File: config.mk
export PLATFORM = sky130hd
export DESIGN_NAME = dmem_arbiter
export DESIGN_NICKNAME = d
export VERILOG_FILES = /design/src/rtl/dmem_arbiter.sv
export SDC_FILE = /design/constraint.sdc
export NUM_CORES = 1
export LEC_CHECK = 0
export ABC_CLOCK_PERIOD_IN_PS = 2500
export BUFFER_PORTS_ARGS = -buffer_cell sky130_fd_sc_hd__buf_4
export CELL_PAD_IN_SITES_DETAIL_PLACEMENT = 1
export CELL_PAD_IN_SITES_GLOBAL_PLACEMENT = 1
export CORE_ASPECT_RATIO = 0.7
export CORE_MARGIN = 10
export CORE_UTILIZATION = 26
export DETAILED_ROUTE_END_ITERATION = 6
export PLACE_DENSITY = 0.79
export SYNTH_ARGS = -nofsm -noshare
export SYNTH_HDL_FRONTEND = slang
export SYNTH_SLANG_ARGS = --single-unit
File: constraint.sdc
create_clock -name clk -period 2.5 [get_ports clk]
set_input_delay 0.125 -clock clk [delete_from_list [all_inputs] [get_ports clk]]
set_output_delay 0.125 -clock clk [all_outputs]
set_load 0.05 [all_outputs]
File: src/rtl/dmem_arbiter.sv
// Two-master round-robin arbiter with bounded bursts in front of the data memory.
// Grants are combinational; responses are registered one cycle after the grant.
module dmem_arbiter #(
  parameter int unsigned MEM_LINES = 4096,
  parameter int unsigned MAX_BURST = 4
) (
  input  logic        clk,
  input  logic        reset,
  input  logic        m0_req,
  input  logic [31:0] m0_addr,
  input  logic [31:0] m0_wdata,
  input  logic [3:0]  m0_we,
  output logic        m0_gnt,
  output logic        m0_rvalid,
  output logic [31:0] m0_rdata,
  output logic        m0_err,
  input  logic        m1_req,
  input  logic [31:0] m1_addr,
  input  logic [31:0] m1_wdata,
  input  logic [3:0]  m1_we,
  output logic        m1_gnt,
  output logic        m1_rvalid,
  output logic [31:0] m1_rdata,
  output logic        m1_err,
  output logic [31:0] daddr,
  output logic [31:0] dwdata,
  output logic [3:0]  dwe,
  input  logic [31:0] drdata
);

  localparam int unsigned CW = $clog2(MAX_BURST + 1);
  localparam logic [31:0] LINE_LIMIT = 32'(MEM_LINES);
  localparam logic [CW-1:0] BURST_MAX = CW'(MAX_BURST);

  typedef enum logic {
    OWN_M0 = 1'b0,
    OWN_M1 = 1'b1
  } owner_t;

  owner_t        owner_q, owner_d;
  logic [CW-1:0] cnt_q, cnt_d;

  logic burst_full;
  logic oor0, oor1;

  assign burst_full = (cnt_q >= BURST_MAX);
  assign oor0 = ({2'b00, m0_addr[31:2]} >= LINE_LIMIT);
  assign oor1 = ({2'b00, m1_addr[31:2]} >= LINE_LIMIT);

  // Under contention the owner keeps the port until its burst is used up.
  always_comb begin
    m0_gnt = 1'b0;
    m1_gnt = 1'b0;
    if (!reset) begin
      if (m0_req && m1_req) begin
        if (!burst_full) begin
          m0_gnt = (owner_q == OWN_M0);
          m1_gnt = (owner_q == OWN_M1);
        end else begin
          m0_gnt = (owner_q == OWN_M1);
          m1_gnt = (owner_q == OWN_M0);
        end
      end else begin
        m0_gnt = m0_req;
        m1_gnt = m1_req;
      end
    end
  end

  always_comb begin
    daddr  = '0;
    dwdata = '0;
    dwe    = '0;
    if (m0_gnt) begin
      daddr  = m0_addr;
      dwdata = m0_wdata;
      dwe    = oor0 ? 4'b0000 : m0_we;
    end else if (m1_gnt) begin
      daddr  = m1_addr;
      dwdata = m1_wdata;
      dwe    = oor1 ? 4'b0000 : m1_we;
    end
  end

  always_comb begin
    owner_d = owner_q;
    cnt_d   = cnt_q;
    if (m0_gnt || m1_gnt) begin
      if ((m0_gnt && owner_q == OWN_M0) || (m1_gnt && owner_q == OWN_M1)) begin
        cnt_d = burst_full ? cnt_q : cnt_q + CW'(1);
      end else begin
        owner_d = m0_gnt ? OWN_M0 : OWN_M1;
        cnt_d   = CW'(1);
      end
    end else begin
      cnt_d = '0;
    end
  end

  always_ff @(posedge clk or posedge reset) begin
    if (reset) begin
      owner_q <= OWN_M0;
      cnt_q   <= '0;
    end else begin
      owner_q <= owner_d;
      cnt_q   <= cnt_d;
    end
  end

  // rdata/err hold between responses; drdata is the pre-write line content.
  always_ff @(posedge clk or posedge reset) begin
    if (reset) begin
      m0_rvalid <= 1'b0;
      m0_rdata  <= '0;
      m0_err    <= 1'b0;
      m1_rvalid <= 1'b0;
      m1_rdata  <= '0;
      m1_err    <= 1'b0;
    end else begin
      m0_rvalid <= m0_gnt;
      m1_rvalid <= m1_gnt;
      if (m0_gnt) begin
        m0_err   <= oor0;
        m0_rdata <= oor0 ? '0 : drdata;
      end
      if (m1_gnt) begin
        m1_err   <= oor1;
        m1_rdata <= oor1 ? '0 : drdata;
      end
    end
  end

endmodule
==> summary.md <==
| Metric | Value |
|---|---|
| RePlAce Congestion | `0.8871` |
| Syn nets | `469` |
| Most common cell after layout, fill and taps aside | `buf_4` |
| Post-synth ARST share | `1.000` |
| Layout Skew | `7.905 ps` |
| Routed WL | `19360 um` |
| Number of vias per cell | `5.111` |
| EDFF count, synth | `0` |
| Fmax | `422.7 MHz` |
| Mapped cell area | `3491 um2` |
| CTS clk-pin slew, worst paths | `60 ps` |
| Cells after Synth | `295` |
| Synth warn | `0` |
| Die Span X | `158.5 um` |
| Vias after detailed routing | `3930` |
| Final hold viol count | `0` |
| Worst-path maximum fanout | `26` |
| Layout cells sized above 1 | `0.5721` |
| CTS Buffer Depth | `2` |
| Synth area leaders | `dfrtp_1 52%, a22o_1 32%, nor4_1 2.2%, clkbuf_1 2.0%, nand3_1 1.4%` |
| Share of the synthesized area in the top cell type | `0.5161` |
| Worst setup EP type | `output pin` |
| Tot GR Track Use | `0.1952` |
| Area grow syn2layout | `81.97%` |
| Crit start category | `flop` |
| Die Footprint | `18540 um2` |
| Min-delay worst type | `input pin to flop` |
| Final setup viols | `0` |
| Register area share after synthesis | `0.5161` |
| CP required | `2380 ps` |
| Final hold slack | `25.50 ps` |
| Root Buffer | `clkbuf_16` |
| Rel. slew slack | `0.4868` |
| Height of the die | `116.9 um` |
| First-pass GRT wire length | `27500 um` |
| Final period utilization | `0.9463` |
| Power per standard cell area | `556.8 nW/um2` |
| Clk_lat worst skew | `330 ps` |
| Worst EP arrival | `2240 ps` |
| Ys flop type | `dfrtp_1` |
| IO Pins | `310` |
| Core Area | `13140 um2` |
| Leakage power | `3.356 nW` |
| TNS Setup | `0 ps` |
| Run status | `finished, final reports clean` |
| Area leader, netlist | `dfrtp_1` |
| Max-cap violations | `0` |
| Worst setup path category | `flop to output pin` |
| Initial Util | `0.2657` |
| Pins Over Slew Limit | `0` |
| # clock sinks | `72` |
| DRT Pass-1 Iters | `4` |
| Largest net degree at the start of global routing | `53` |
| H-tree levels | `3` |
| Rows | `35` |
| Antenna diodes | `0` |
| Routed Antenna Nets | `0` |
| Fin crit period | `2366 ps` |
| WL/cell | `25.17 um` |
| Number of global-route vias before repair | `4320` |
| Final #Nets | `772` |
| RSZ-0062 raised after global routing | `false` |
| Gr ovfl total | `0` |
| Area of the multi-input gates | `1545 um2` |
| Layout fillers | `1474` |
| CTS tree | `yes` |
| Clock buffer count from CTS | `9` |
| Initial drt markers | `216` |
| Unique masters post-synth | `25` |
| Residual DRC | `0` |
| Peak supply drop | `359.7 uV` |
| HPWL after detailed placement | `16360 um` |
| Mean post-synth cell area | `11.83 um2` |
| Number of synthesized register bits | `72` |
| Initial antenna violation count | `0` |
| Port Buf Inserts | `309` |
| Worst slew pin tran | `768.7 ps` |
| Most frequent cells in the layout | `316 x buf_4, 128 x a22o_1, 72 x dfrtp_1` |
| Register area | `1802 um2` |
==> sequential cells by signal (all words and copies together) (netlist names) <==
register   flops
m1_err         1
cnt_q          3
owner_q        1
m0_rdata      32
m1_rdata      32
m1_rvalid      1
m0_err         1
m0_rvalid      1
==> Yosys cell counts, drive strengths merged, types with 4 or more instances <==
cell,n
nor4,12
buf,10
a22o,128
nand2,4
o22ai,4
inv,6
nor2,11
dfrtp,72
nor4b,4
nand3,10
clkbuf,19
==> cells by family (layout without fill, tap and decap cells) <==
group	Yosys count	count (layout)	share of synthesized area
simple gates	46	46	0.07957
compound gates	135	135	0.3355
fa+ha+maj	2	2	0.007167
xor+xnor	3	3	0.007528
mux	2	2	0.005735
flops	72	72	0.5161
buf+inv	35	343	0.04839
==> worst paths after layout <==
kind                             start            to  slack, ps  cells past startpoint
max in group asynchronous        reset  m1_rdata[29]       1310                      4
max                           cnt_q[2]     daddr[28]        130                      6
min in group asynchronous        reset      cnt_q[1]        540                      3
max reg2reg                   cnt_q[2]  m1_rdata[28]        430                      6
min                         drdata[15]  m0_rdata[15]         30                      2
min reg2reg                m0_rdata[5]   m0_rdata[5]        510                      1
==> layout make-up <==
type | instances | area share
inverters | 6 | 0.003545
flip-flops and latches | 72 | 0.2836
repair buffers | 321 | 0.3863
clock buffers | 11 | 0.03821
multi-input cells | 188 | 0.2433
well taps | 166 | 0.03270
clock inverters | 5 | 0.01241
==> through the flow <==
stage	worst slack, ps	power (mW)	utilization	area, um2	cells
after floorplan	110.9	1.730	-	3516	295
after global placement	438.5	2.169	0.4580	6017	752
after detailed placement	395.4	2.183	0.4580	6017	752
after CTS	33.14	3.575	0.4832	6349	769
after global routing	17.61	3.685	0.4835	6352	769
final	134.2	3.537	0.4835	6352	769
==> critical path, stage by stage, from the launching register on <==
cell and delay (ps):
dfrtp_1 450, xnor2_1 160, a211o_1 340, inv_2 210
buf_4 340, a22o_1 210, buf_4 200
==> per-layer routing <==
layer  share of wire  track usage  vias to the layer above
li1                -            -                     1790
met1            0.38       0.2325                     1971
met2            0.52       0.3333                      149
met3           0.078      0.06572                       20
met4           0.016      0.04800                        0
met5               0            0                        -
==> repair_timing <==
item / in CTS / in global routing
hold buffers: 1 / 0
resized for setup: 0 / 1
endpoints found under the setup margin: 0 / 4
buffers inserted: 0 / 0
endpoints found under the hold margin: 24 / 0
==> power by group <==
| part | internal [mW] | leakage, nW | total (mW) | switching (mW) |
|---|---|---|---|---|
| combinational | 0.384 | 2.21 | 0.976 | 0.592 |
| sequential | 1.17 | 0.990 | 1.18 | 0.00879 |
| clock | 0.901 | 0.160 | 1.38 | 0.476 |
Note: power is estimated with default switching activity, not from simulation.
